--- src/rtl/spi_pkg.sv ---
// Shared types and helpers for the streaming SPI master.
package spi_pkg;

  localparam int unsigned MAX_WIDTH = 32;
  localparam int unsigned IDX_W     = $clog2(MAX_WIDTH);

  typedef enum logic [2:0] {
    ST_IDLE,
    ST_SETUP,
    ST_SHIFT,
    ST_WAIT,
    ST_HOLD,
    ST_GAP
  } spi_state_t;

  // Counter width for a modulus n, never narrower than one bit.
  function automatic int unsigned cnt_width(input int unsigned n);
    return (n > 1) ? $clog2(n) : 1;
  endfunction

  // Reverse the low 'width' bits of value; bits above width return zero.
  function automatic logic [MAX_WIDTH-1:0] bit_reverse(input logic [MAX_WIDTH-1:0] value,
                                                        input int unsigned         width);
    logic [MAX_WIDTH-1:0] result;
    result = '0;
    for (int i = 0; i < int'(MAX_WIDTH); i++) begin
      if (i < int'(width)) begin
        result[IDX_W'(i)] = value[IDX_W'(int'(width) - 1 - i)];
      end
    end
    return result;
  endfunction

endpackage

--- src/rtl/spi_half_tick.sv ---
// SCLK half-period divider: fires tick_c every CLK_DIV enabled cycles.
module spi_half_tick
  import spi_pkg::*;
#(
  parameter int unsigned CLK_DIV = 2
) (
  input  logic clk,
  input  logic rst,
  input  logic en,
  input  logic clr,
  output logic tick_c
);

  localparam int unsigned      CNT_W   = cnt_width(CLK_DIV);
  localparam logic [CNT_W-1:0] CNT_MAX = CNT_W'(CLK_DIV - 1);

  logic [CNT_W-1:0] cnt;

  assign tick_c = en && (cnt == CNT_MAX);

  // Count while enabled; restart on each tick and on every state change.
  always_ff @(posedge clk) begin
    if (rst || clr || tick_c) begin
      cnt <= '0;
    end else if (en) begin
      cnt <= cnt + CNT_W'(1);
    end
  end

endmodule

--- src/rtl/spi_master_stream.sv ---
// Streaming SPI master: any CPOL/CPHA, word width and divider; cs_n framed by tx_last.
module spi_master_stream
  import spi_pkg::*;
#(
  parameter int unsigned DATA_WIDTH = 8,
  parameter int unsigned CLK_DIV    = 2,
  parameter bit          CPOL       = 1'b0,
  parameter bit          CPHA       = 1'b0,
  parameter bit          MSB_FIRST  = 1'b1
) (
  input  logic                  clk,
  input  logic                  rst,
  input  logic                  tx_valid,
  output logic                  tx_ready,
  input  logic [DATA_WIDTH-1:0] tx_data,
  input  logic                  tx_dc,
  input  logic                  tx_last,
  output logic                  rx_valid,
  output logic [DATA_WIDTH-1:0] rx_data,
  output logic                  busy,
  output logic                  sclk,
  output logic                  cs_n,
  output logic                  mosi,
  output logic                  dc,
  input  logic                  miso
);

  localparam int unsigned       EDGE_W    = cnt_width(2 * DATA_WIDTH);
  localparam logic [EDGE_W-1:0] LAST_EDGE = EDGE_W'(2 * DATA_WIDTH - 1);

  typedef logic [DATA_WIDTH-1:0] word_t;

  // Map between wire order and the LSB-out/LSB-in shifters.
  function automatic word_t orient(input word_t w);
    return MSB_FIRST ? DATA_WIDTH'(bit_reverse(MAX_WIDTH'(w), DATA_WIDTH)) : w;
  endfunction

  spi_state_t        state_q, state_d;
  word_t             tx_shift, tx_shift_d;
  word_t             rx_shift, rx_shift_d;
  word_t             rx_data_d;
  word_t             tx_next, rx_next, load_c;
  logic [EDGE_W-1:0] edge_cnt, edge_d;
  logic              last_q, last_d;
  logic              sclk_d, cs_n_d, mosi_d, dc_d, rx_valid_d;
  logic              sample_c;
  logic              tick_c, div_en_c, div_clr_c;

  assign tx_ready  = ((state_q == ST_IDLE) || (state_q == ST_WAIT)) && !rst;
  assign busy      = (state_q != ST_IDLE);
  assign div_en_c  = (state_q == ST_SETUP) || (state_q == ST_SHIFT) ||
                     (state_q == ST_HOLD)  || (state_q == ST_GAP);
  assign div_clr_c = (state_d != state_q);

  spi_half_tick #(
    .CLK_DIV (CLK_DIV)
  ) u_half_tick (
    .clk    (clk),
    .rst    (rst),
    .en     (div_en_c),
    .clr    (div_clr_c),
    .tick_c (tick_c)
  );

  // Next-state and next-register values for the whole datapath.
  always_comb begin
    state_d    = state_q;
    sclk_d     = sclk;
    cs_n_d     = cs_n;
    mosi_d     = mosi;
    dc_d       = dc;
    rx_valid_d = 1'b0;
    rx_data_d  = rx_data;
    tx_shift_d = tx_shift;
    rx_shift_d = rx_shift;
    last_d     = last_q;
    edge_d     = edge_cnt;
    tx_next    = tx_shift >> 1;
    rx_next    = rx_shift >> 1;
    rx_next[DATA_WIDTH-1] = miso;
    load_c     = orient(tx_data);
    // Even edge count is the leading edge; CPHA picks which edge samples.
    sample_c   = CPHA ? edge_cnt[0] : ~edge_cnt[0];

    case (state_q)
      ST_IDLE: begin
        if (tx_valid) begin
          tx_shift_d = load_c;
          mosi_d     = load_c[0];
          dc_d       = tx_dc;
          last_d     = tx_last;
          cs_n_d     = 1'b0;
          edge_d     = '0;
          state_d    = ST_SETUP;
        end
      end

      ST_SETUP: begin
        if (tick_c) begin
          state_d = ST_SHIFT;
        end
      end

      ST_SHIFT: begin
        if (tick_c) begin
          sclk_d = ~sclk;
          edge_d = edge_cnt + EDGE_W'(1);
          if (sample_c) begin
            rx_shift_d = rx_next;
          end else if (edge_cnt != LAST_EDGE) begin
            // CPHA=1 re-presents the current bit; CPHA=0 advances to the next one.
            mosi_d     = CPHA ? tx_shift[0] : tx_next[0];
            tx_shift_d = tx_next;
          end
          if (edge_cnt == LAST_EDGE) begin
            edge_d     = '0;
            rx_valid_d = 1'b1;
            rx_data_d  = orient(rx_shift_d);
            state_d    = last_q ? ST_HOLD : ST_WAIT;
          end
        end
      end

      ST_WAIT: begin
        if (tx_valid) begin
          tx_shift_d = load_c;
          mosi_d     = load_c[0];
          dc_d       = tx_dc;
          last_d     = tx_last;
          edge_d     = '0;
          state_d    = ST_SHIFT;
        end
      end

      ST_HOLD: begin
        if (tick_c) begin
          cs_n_d  = 1'b1;
          mosi_d  = 1'b0;
          state_d = ST_GAP;
        end
      end

      ST_GAP: begin
        if (tick_c) begin
          state_d = ST_IDLE;
        end
      end

      default: begin
        state_d = ST_IDLE;
      end
    endcase
  end

  // State register.
  always_ff @(posedge clk) begin
    if (rst) begin
      state_q <= ST_IDLE;
    end else begin
      state_q <= state_d;
    end
  end

  // Pads, shifters and received word; a reset discards any partial word.
  always_ff @(posedge clk) begin
    if (rst) begin
      sclk     <= CPOL;
      cs_n     <= 1'b1;
      mosi     <= 1'b0;
      dc       <= 1'b0;
      rx_valid <= 1'b0;
      rx_data  <= '0;
      tx_shift <= '0;
      rx_shift <= '0;
      last_q   <= 1'b0;
      edge_cnt <= '0;
    end else begin
      sclk     <= sclk_d;
      cs_n     <= cs_n_d;
      mosi     <= mosi_d;
      dc       <= dc_d;
      rx_valid <= rx_valid_d;
      rx_data  <= rx_data_d;
      tx_shift <= tx_shift_d;
      rx_shift <= rx_shift_d;
      last_q   <= last_d;
      edge_cnt <= edge_d;
    end
  end

endmodule

--- config.mk ---
export PLATFORM = sky130hd
export DESIGN_NAME = spi_master_stream
export DESIGN_NICKNAME = d
export VERILOG_FILES = /design/src/rtl/spi_pkg.sv /design/src/rtl/spi_half_tick.sv /design/src/rtl/spi_master_stream.sv
export SDC_FILE = /design/constraint.sdc
export NUM_CORES = 1
export LEC_CHECK = 0
export CAP_MARGIN = 20
export CORE_MARGIN = 2
export CORE_UTILIZATION = 48
export CTS_CLUSTER_DIAMETER = 50
export DETAILED_ROUTE_END_ITERATION = 7
export PLACE_DENSITY = 0.76
export SLEW_MARGIN = 20
export SYNTH_ARGS = -nofsm -noshare
export SYNTH_HDL_FRONTEND = slang
export SYNTH_SLANG_ARGS = --single-unit
--- constraint.sdc ---
create_clock -name clk -period 1.6 [get_ports clk]
set_clock_uncertainty 0.15 [all_clocks]
set_input_delay 0.4 -clock clk [delete_from_list [all_inputs] [get_ports clk]]
set_output_delay 0.4 -clock clk [all_outputs]
set_load 0.05 [all_outputs]
==> results of run 1 <==
report_power, final:
group / internal, mW / leakage, nW / switching, mW / total (mW)
sequential: 0.956 / 0.303 / 0.0424 / 0.998
clock: 0.620 / 0.0681 / 0.374 / 0.993
combinational: 0.340 / 0.939 / 0.325 / 0.665
total: 1.92 / 1.31 / 0.741 / 2.66
synth_stat cells, types with 2 or more instances:
library cell and number:
a21oi_2 2, buf_2 5, o21ai_0 4, clkbuf_1 3, nand2_1 5, nor2_4 2, a21oi_1 13, mux2i_1 24
a211oi_1 9, nor2_1 25, dfxtp_1 37, buf_6 4, a32oi_1 2, nand3_1 3, a311oi_1 6, inv_1 5
nor2b_1 2, nor3_1 4, a22oi_1 3
through the flow:
| step | total power, mW | cell area [sq um] |
|---|---|---|
| global route | 2.71 | 3290 |
| floorplan | 1.27 | 1880 |
| finish | 2.66 | 3290 |
| CTS | 2.54 | 3020 |
| detailed placement | 1.46 | 2560 |
| global placement | 1.44 | 2560 |
logic make-up after synthesis:
family | after synthesis
multiplexers | 24
flip-flops | 37
adder cells (fa/ha/maj) | 1
AO/OA/AOI/OAI | 50
buffers and inverters | 19
XOR/XNOR | 3
AND/OR/NAND/NOR | 50
worst max-delay path by stage:
stage,end,depth (start not counted),startpoint,slack [ps]
global placement,mosi,5,tx_valid,-320
global route,state_q[2],9,state_q[0],-460
floorplan,tx_ready,3,rst,-90
detailed placement,tx_shift[2],5,tx_valid,-390
CTS,tx_ready,4,state_q[0],-260
finish,state_q[2],9,state_q[0],-360
state kept, by name, summed over array words and instances (netlist names):
signal           cells
last_q               1
state_q              3
rx_valid             1
dc                   1
u_half_tick.cnt      1
rx_data              8
cs_n                 1
rx_shift             8
edge_cnt             4
mosi                 1
sclk                 1
tx_shift             7
per-layer routing:
metal,GRT usage (%),part of all wire [%],vias to the layer above
met5,0,0,-
met4,13.0,6.5,0
met3,6.34,6.3,49
met2,56.1,53,125
met1,29.7,34,935
li1,-,-,839
cell type report:
type | count | area, sq um
multi-input combinational | 129 | 1290
timing repair buffer | 85 | 1030
sequential | 37 | 752
fill | 148 | 370
clock buffer | 5 | 68.8
clock inverter | 3 | 65.1
tap | 48 | 60.1
inverter | 6 | 22.5
antenna | 1 | 2.50
repair_timing:
action | 4_1_cts | 5_1_grt
pin swaps | 22 | 26
setup endpoints to repair | 21 | 37
hold buffers | 0 | 0
resized for setup | 38 | 53
buffers inserted | 12 | 10
gates cloned | 3 | 0
worst max-delay path, cell delays in order, from the launching register on:
cell and delay [ps]:
dfxtp_4 370, buf_6 120, buf_6 120, buf_6 100
nand4bb_4 240, nor2_4 150, buf_6 110, buf_6 100
a22oi_2 70, a211oi_1 300
==> out/results.ini, run 1 <==
[cts]
clk_path_buf_depth=2
htreeDepth=2
cts.sinks=37
clock_latency_ps=310
cts_buffers=5
cts_tree=done
clockRootBuffer=clkbuf_8
path_clk_slew_ps=80

[critical_path]
arrival_ps=2010
required_ps=1650
r2r_start=state_q[0]
reg2reg_slack_ps=-360
critical_path.max_fanout=3
worstSetupEndpointType=flop
cp-start-kind=flop
r2r-end=state_q[2]
crit_type=flop to flop
rr_worst_depth=9

[worst_hold_path]
min_from=tx_shift[6]
holdPathStages=2
hold-path-endpoint=tx_shift[6]
min_path_type=flop to flop

[sta]
slew_headroom_pct=72.6
tns_ps=-5460
finalSetupViolations=37
report.final.slew_viol_count=0
fin_hold_ws_ps=388
worst_pin_slew_ps=407
fin_crit_sh_pct=123
rsz0062_at_grt=yes
period_minus_slack_ps=1960
fmax_mhz=510
final_hold_viol_count=0
fin_ws_ps=-361

[final_layout]
final_common_cell=dfxtp_1
instances_no_fill=314
final_core_util_pct=89.9
nNetsFinal=279
layout_common_cells=dfxtp_1, buf_4, mux2i_1, buf_6, buf_12
drive_gt1_share_pct=55.5
area_growth_pct=80.1

[logic_synthesis]
ys_ff_latch=37
synth.area.mux_share_pct=13.2
synth.area.top_cells=dfxtp_1, mux2i_1, nor2_1
synth_top_family_by_area=compound AO/OA/AOI/OAI gates
syn_inst=184
synth_cell_types=45
synth_nets=199
yosys_warnings=0
async_flop_share_pct=0
synth-edff-count=0
synth_ff_type=dfxtp_1
synth.avg_cell_area_sq_um=9.93
yosysTopAreaCell=dfxtp_1
yosysTopAreaCellShare_pct=40.5
synth-xor-area-share_pct=2.26
synth_fa_ha_area_share_pct=0.685
ys_seq_area_share_pct=40.5
synth_compound_area_share_pct=20.8
synth_area_sq_um=1830
yosys.area_share.simple_pct=16.6

[routing]
via_per_inst=6.20
route.detailed.drc=0
dr.pass1.iters=4
first_iter_violations=174
routedWlPerCell_um=23.7
ant_nets=0
finalWirelength_um=7460
via_count=1948

[floorplanning]
fp.dieH_um=65.7
fp-row-count=22
coreArea_sq_um=3660
start_util_pct=49.9
die_w_um=65.7
dieArea_sq_um=4320
ios=29

[power_and_ir_drop]
ir_worst_vdd_mv=0.826
powerDensity_nw_per_um2=807
p_leak_nw=1.31

[job]
drv_cap=0

[place]
portBuffers=28
hpwl_um=3200
post-place-ws_ps=-389
dp_cells=282
place_congestion=0.872

[global_route]
overflow=0
first_global_vias=1874
grt_max_degree=29
grt_pass1_wl_um=9360
grt_use_total_pct=29.2
antenna_found_initial=0

[status]
outcome=complete, but fails checks
violations=setup timing

No activity file was read; power rests on OpenSTA's default activity.
==> run 2, diff against run 1 <==
--- a/config.mk
+++ b/config.mk
@@ -7,11 +7,12 @@
 export LEC_CHECK = 0
 export CAP_MARGIN = 20
 export CORE_MARGIN = 2
-export CORE_UTILIZATION = 48
+export CORE_UTILIZATION = 47
 export CTS_CLUSTER_DIAMETER = 50
 export DETAILED_ROUTE_END_ITERATION = 7
-export PLACE_DENSITY = 0.76
+export PLACE_DENSITY = 0.74
 export SLEW_MARGIN = 20
 export SYNTH_ARGS = -nofsm -noshare
 export SYNTH_HDL_FRONTEND = slang
+export SYNTH_HIERARCHICAL = 1
 export SYNTH_SLANG_ARGS = --single-unit
==> run 2 against run 1 <==
Net effect: routed wire length shrank 7.3%; synthesized area shrank 2.7%; sequential power decreased by 1%; core utilization decreased by 1.6 points; first-iteration DRC count decreased by 11%; the run still ends with setup timing left; register-to-register slack got worse by 70 ps; design area decreased by 1.7%; largest power group unchanged; sequential share of layout area rose by 0.25 points; critical path type unchanged; non-clock buffer count unchanged; critical path depth is 1 lower; combinational power shrank 21%; maximum frequency down 3.7%.
==> out/results.ini, run 2 <==
[final_layout]
reg_top3=rx_data (8), rx_shift (8), tx_shift (7)  ; unchanged
final_core_util_pct=88.3  ; was 89.9%
fillCellCount=165  ; was 148
layout_common_cells=buf_4, dfxtp_1, buf_12, mux2i_1, buf_6  ; was dfxtp_1, buf_4, mux2i_1, buf_6, buf_12
area_growth_pct=82.0  ; was 80.1%
final_common_cell=buf_4  ; was dfxtp_1
drive_gt1_share_pct=57.5  ; was 55.5%
register_area_sq_um=747  ; was 752 sq um
finalInstanceArea_sq_um=3230  ; was 3290 sq um
diodes=0  ; was 1
nNetsFinal=290  ; was 279
multiInputGateArea_sq_um=1330  ; was 1290 sq um

[routing]
via_per_inst=6.22  ; was 6.20
routedWlPerCell_um=21.4  ; was 23.7 um
finalWirelength_um=6910  ; was 7460 um
first_iter_violations=154  ; was 174
via_count=2009  ; was 1948
route.detailed.drc=0  ; unchanged
dr.pass1.iters=4  ; unchanged
ant_nets=0  ; unchanged

[cts]
cts_buffers=5  ; unchanged
cts.sinks=37  ; unchanged
postCtsHoldBufs=0  ; unchanged
clockRootBuffer=clkbuf_8  ; unchanged
path_clk_slew_ps=80  ; about the same
cts_tree=done  ; unchanged
clock_latency_ps=300  ; was 310 ps
htreeDepth=2  ; unchanged
clk_path_buf_depth=2  ; unchanged

[power_and_ir_drop]
switching_share_pct=27.7  ; was 27.9%
p_seq_share_pct=42.7  ; was 37.6%
powerDensity_nw_per_um2=714  ; was 807 nW/um^2
p_switching_mw=0.639  ; was 0.741 mW
p_int_mw=1.67  ; was 1.92 mW
clkPwrFrac_pct=34.6  ; was 37.4%
ir_worst_vdd_mv=0.589  ; was 0.826 mV
combPwrFrac_pct=22.7  ; was 25.0%
p_leak_nw=1.23  ; was 1.31 nW

[logic_synthesis]
yosysTopAreaCellShare_pct=41.7  ; was 40.5%
async_flop_share_pct=0  ; unchanged
ys_ff_latch=37  ; unchanged
ys_seq_area_share_pct=41.7  ; was 40.5%
synthTopCellsByCount=dfxtp_1, a21oi_1, nand2_1, nor2_1, mux2i_1  ; was dfxtp_1, nor2_1, mux2i_1
yosysTopAreaCell=dfxtp_1  ; unchanged
synth_cell_types=44  ; was 45
syn_inst=199  ; was 184
synth-edff-count=0  ; unchanged
synth.most_common_cell=dfxtp_1  ; unchanged
synth.area.top_cells=dfxtp_1, mux2i_1, a21oi_1  ; was dfxtp_1, mux2i_1, nor2_1
synth_area_sq_um=1780  ; was 1830 sq um
synth.avg_cell_area_sq_um=8.93  ; was 9.93 sq um
yosys_warnings=6  ; was 0
synth_nets=214  ; was 199
synth_ff_type=dfxtp_1  ; unchanged

[sta]
worst_pin_slew_ps=353  ; was 407 ps
fin_ws_ps=-435  ; was -361 ps
fmax_mhz=491  ; was 510 MHz
period_minus_slack_ps=2040  ; was 1960 ps
report.final.slew_viol_count=0  ; unchanged
tns_ps=-11090  ; was -5460 ps
final_hold_viol_count=0  ; unchanged
fin_crit_sh_pct=127  ; was 123%
finalSetupViolations=39  ; was 37
slew_headroom_pct=76.2  ; was 72.6%
rsz0062_at_grt=yes  ; unchanged

[place]
portBuffers=28  ; unchanged
place_area_sq_um=2590  ; was 2560 sq um
place_congestion=0.879  ; was 0.872
hpwl_um=3150  ; was 3200 um

[worst_hold_path]
min_path_type=flop to flop  ; unchanged
holdPathStages=2  ; unchanged
hold-path-endpoint=rx_shift[6]  ; was tx_shift[6]
min_from=rx_shift[7]  ; was tx_shift[6]

[critical_path]
r2r_start=state_q[1]  ; was state_q[0]
worstSetupEndpointType=flop  ; unchanged
rr_worst_depth=8  ; was 9
reg2reg_slack_ps=-440  ; was -360 ps
cp-start-kind=flop  ; unchanged
crit_type=flop to flop  ; unchanged
critical_path.max_fanout=8  ; was 3
r2r-end=tx_shift[1]  ; was state_q[2]
required_ps=1620  ; was 1650 ps
arrival_ps=2060  ; was 2010 ps

[floorplanning]
die_w_um=65.5  ; was 65.7 um
fp-row-count=22  ; unchanged
ios=29  ; unchanged
fp.dieH_um=65.5  ; was 65.7 um
dieArea_sq_um=4290  ; was 4320 sq um
coreArea_sq_um=3660  ; unchanged
start_util_pct=48.5  ; was 49.9%

[global_route]
overflow=0  ; unchanged
grt_max_degree=23  ; was 29
antenna_found_initial=0  ; unchanged
grt_use_total_pct=28.9  ; was 29.2%
first_global_vias=1972  ; was 1874
grt_pass1_wl_um=9380  ; was 9360 um

[job]
drv_cap=0  ; unchanged

[status]
outcome=complete, but fails checks  ; unchanged
violations=setup timing  ; unchanged

==> run 2: metal layers <==
metal	up-vias	GRT usage (%)	share of wire, %
met5	-	0	0
met4	0	14.3	3.9
met3	26	6.51	6.0
met2	99	51.7	51
met1	1000	32.0	39
li1	884	-	-
==> run 2: logic make-up (layout without fill, tap and decap cells) <==
family,Yosys count,in the layout,share of synthesized area (%)
AOI/OAI and AO/OA,64,64,25.1
and+or+nand+nor,58,58,16.7
DFF,37,37,41.7
buffers and inverters,19,95,4.86
muxes,16,16,9.01
xor gates and xnor gates,4,4,1.97
adders and majority gates,1,1,0.704
==> run 2: how the worst max path moves through the flow <==
stage | endpoint | slack, ps | from
global route | rx_data[2] | -460 | state_q[2]
detailed placement | state_q[0] | -330 | tx_valid
finish | tx_shift[1] | -440 | state_q[1]
floorplan | tx_shift[7] | -420 | state_q[0]
global placement | state_q[0] | -280 | tx_valid
CTS | tx_ready | -390 | state_q[0]
==> run 2: worst max-delay path, cell delays in order (launching register included) <==
cell and delay, ps:
dfxtp_2 340, buf_8 130, xor2_4 180, buf_4 150, buf_4 140, nor2_2 210, buf_12 170, mux2i_1 320
a211oi_2 110
==> run 2: area by class of cell <==
class	count	area share (%)
inverters	3	0.348
flip-flops and latches	37	23.1
repair buffers	85	30.3
clock buffers	5	2.13
clock inverters	2	1.08
multi-input cells	143	41.2
well taps	48	1.86
==> run 2: through the flow <==
step / hold WS [ps] / instances / setup slack, ps / total power [mW]
after floorplan: 303 / 199 / -422 / 1.23
after CTS: 336 / 319 / -390 / 2.23
after detailed placement: 325 / 298 / -332 / 1.40
after global routing: 379 / 323 / -462 / 2.38
final: 356 / 323 / -435 / 2.31
after global placement: 312 / 298 / -283 / 1.39
==> run 2: what timing repair did <==
item | 4_1_cts | 5_1_grt
pin swaps | 28 | 26
gates resized for setup | 52 | 41
setup endpoints to repair | 38 | 39
cloned | 2 | 0
setup buffers | 12 | 5
==> run 2: power by group through the flow <==
stage	Sequential (mW)	Clock [mW]	Combinational (mW)
2_1_floorplan	1.02	0	0.219
3_3_place_gp	0.998	0	0.394
3_5_place_dp	1.00	0	0.403
4_1_cts	0.983	0.797	0.453
5_1_grt	0.987	0.844	0.546
6_report	0.986	0.799	0.523
==> run 3, diff against run 2 <==
--- a/config.mk
+++ b/config.mk
@@ -7,10 +7,9 @@
 export LEC_CHECK = 0
 export CAP_MARGIN = 20
 export CORE_MARGIN = 2
-export CORE_UTILIZATION = 47
+export CORE_UTILIZATION = 30
 export CTS_CLUSTER_DIAMETER = 50
 export DETAILED_ROUTE_END_ITERATION = 7
-export PLACE_DENSITY = 0.74
 export SLEW_MARGIN = 20
 export SYNTH_ARGS = -nofsm -noshare
 export SYNTH_HDL_FRONTEND = slang
==> run 3 against run 2 <==
Net effect: largest power group unchanged; hold slack lost 10 ps; critical endpoint is now tx_ready; maximum frequency increased by 1.5%; design area grew 3.1%; first-iteration DRC count down 60%; count of clock-buffer cells in the layout unchanged; setup slack improved by 30 ps; the flow still finishes with violations (setup timing).
==> out/results.ini, run 3 (synthesized netlist as in run 2, its figures left out) <==
[power_and_ir_drop]
ir_worst_vdd_mv=0.459  ; was 0.589 mV
p_leak_nw=1.30  ; was 1.23 nW
finalPower_mw=2.42  ; was 2.31 mW
powerDensity_nw_per_um2=727  ; was 714 nW/um^2

[floorplanning]
fp-row-count=28  ; was 22
die_w_um=81.0  ; was 65.5 um
ios=29  ; unchanged
dieArea_sq_um=6550  ; was 4290 sq um
start_util_pct=30.6  ; was 48.5%
fp.dieH_um=81.0  ; was 65.5 um
coreArea_sq_um=5820  ; was 3660 sq um

[final_layout]
instances_no_fill=351  ; was 323
drive_gt1_share_pct=57.2  ; was 57.5%
layout_common_cells=dfxtp_1, buf_4, buf_6, buf_12  ; was buf_4, dfxtp_1, buf_12, mux2i_1, buf_6
area_growth_pct=87.5  ; was 82.0%
nNetsFinal=290  ; unchanged
diodes=0  ; unchanged
reg_top3=rx_data (8), rx_shift (8), tx_shift (7)  ; unchanged
final_common_cell=dfxtp_1  ; was buf_4

[global_route]
grt_pass1_wl_um=7790  ; was 9380 um
grt_use_total_pct=15.6  ; was 28.9%
first_global_vias=1689  ; was 1972
overflow=0  ; unchanged
grt_max_degree=23  ; unchanged
antenna_found_initial=0  ; unchanged

[worst_hold_path]
min_path_type=flop to flop  ; unchanged

[status]
violations=setup timing  ; unchanged
outcome=complete, but fails checks  ; unchanged

[critical_path]
crit_type=flop to output port  ; was flop to flop
crit_chain=buf_8 -> xor2_4 -> or2_4 -> nor2_4 -> buf_12  ; was buf_8 -> xor2_4 -> buf_4 -> buf_4 -> nor2_2 -> buf_12 -> mux2i_1 -> a211oi_2
cp_num_buf_inv=2  ; was 4
slowest_delay_ps=340  ; about the same
cp-start-kind=flop  ; unchanged
crit_family=simple AND/OR/NAND/NOR gates  ; was buffers and inverters
arrival_ps=1460  ; was 2060 ps
critical_path.max_fanout=5  ; was 8
required_ps=1050  ; was 1620 ps
worstSetupEndpointType=output port  ; was flop
crit_path_top_delay_cell=dfxtp_2  ; unchanged

[routing]
dr_wl_met3_um=172  ; was 413 um
via_count=1774  ; was 2009
routedWlPerCell_um=14.5  ; was 21.4 um
m1WireLength_um=2170  ; was 2710 um
dr.pass1.iters=4  ; unchanged
wl_met2_um=2640  ; was 3520 um
first_iter_violations=62  ; was 154
routed.top_layer=met4  ; unchanged
via_per_inst=5.05  ; was 6.22
finalWirelength_um=5090  ; was 6910 um
route.detailed.drc=0  ; unchanged
ant_nets=0  ; unchanged

[place]
place_congestion=0.853  ; was 0.879
portBuffers=28  ; unchanged
hpwl_um=3010  ; was 3150 um
dp_cells=326  ; was 298

[sta]
worst_pin_slew_ps=356  ; was 353 ps
fin_hold_ws_ps=346  ; was 356 ps
period_minus_slack_ps=2010  ; was 2040 ps
final_hold_viol_count=0  ; unchanged
rsz0062_at_grt=yes  ; unchanged
finalSetupViolations=37  ; was 39
fin_ws_ps=-406  ; was -435 ps
report.final.slew_viol_count=0  ; unchanged
fmax_mhz=499  ; was 491 MHz
tns_ps=-10000  ; was -11090 ps
fin_crit_sh_pct=125  ; was 127%
slew_headroom_pct=76.3  ; was 76.2%

[job]
drv_cap=0  ; unchanged

[cts]
cts.sinks=37  ; unchanged
clock_latency_ps=300  ; about the same
cts_buffers=5  ; unchanged
htreeDepth=2  ; unchanged
clockRootBuffer=clkbuf_8  ; unchanged
path_clk_slew_ps=80  ; about the same
clk_path_buf_depth=2  ; unchanged
cts_tree=done  ; unchanged

## run 3: cell count changes in the layout (fill, tap and decap cells not counted), moves of 3 or more
| cell | before | now |
|---|---|---|
| a21oi_1 | 7 | 12 |
| a21oi_2 | 14 | 9 |
| buf_6 | 15 | 19 |
| nor2_4 | 6 | 10 |
| o21ai_0 | 7 | 3 |
| buf_4 | 36 | 33 |
| nor2_1 | 9 | 6 |
| o21ai_1 | 0 | 3 |
## run 3: repair_timing
action                                  4_1_cts  5_1_grt
setup buffers                                12       12
cloned                                        1        0
hold buffers                                  0        0
resized for setup                            63       44
pin swaps                                    27       29
endpoints found under the setup margin       36       38
## run 3: power breakdown
part	switching [mW]	total [mW]	internal [mW]	leakage, nW
Clock	0.356	0.975	0.619	0.0681
Sequential	0.0263	0.978	0.952	0.302
Combinational	0.221	0.468	0.247	0.925
## run 3: worst reg2reg max path: cells and delay by family (launching register included)
family,cells,cell delay (ps)
flops,1,360
compound gates,1,130
buf+inv,3,440
xor+xnor,1,130
simple gates,5,700
## run 3: path summary, 6_finish.rpt
check / from / to / slack, ps / cells past startpoint
max: state_q[1] / tx_ready / -410 / 5
min: rx_shift[0] / rx_shift[0] / 350 / 2
min reg2reg: rx_shift[0] / rx_shift[0] / 350 / 2
max reg2reg: state_q[2] / rx_shift[6] / -370 / 10
## run 3: per-stage QoR
step | setup WS (ps) | area [sq um] | utilization [%]
after global routing | -461 | 3330 | 57.3
after detailed placement | -354 | 2620 | 45.1
final | -406 | 3330 | 57.3
after global placement | -337 | 2620 | 45.1
after floorplan | -422 | 1910 | -
after CTS | -403 | 3120 | 53.7
## run 3: layout make-up
class / count / area, sq um
Fill cell: 484 / 2480
Multi-Input combinational cell: 143 / 1360
Timing Repair Buffer: 85 / 982
Sequential cell: 37 / 747
Tap cell: 75 / 93.8
Clock buffer: 5 / 68.8
Clock inverter: 3 / 65.1
Inverter: 3 / 11.3
## run 3: metal layers
metal,vias to the layer above,GRT usage [%]
met5,-,0
met4,0,6.10
met3,5,3.89
met2,33,26.5
met1,850,18.8
li1,886,-
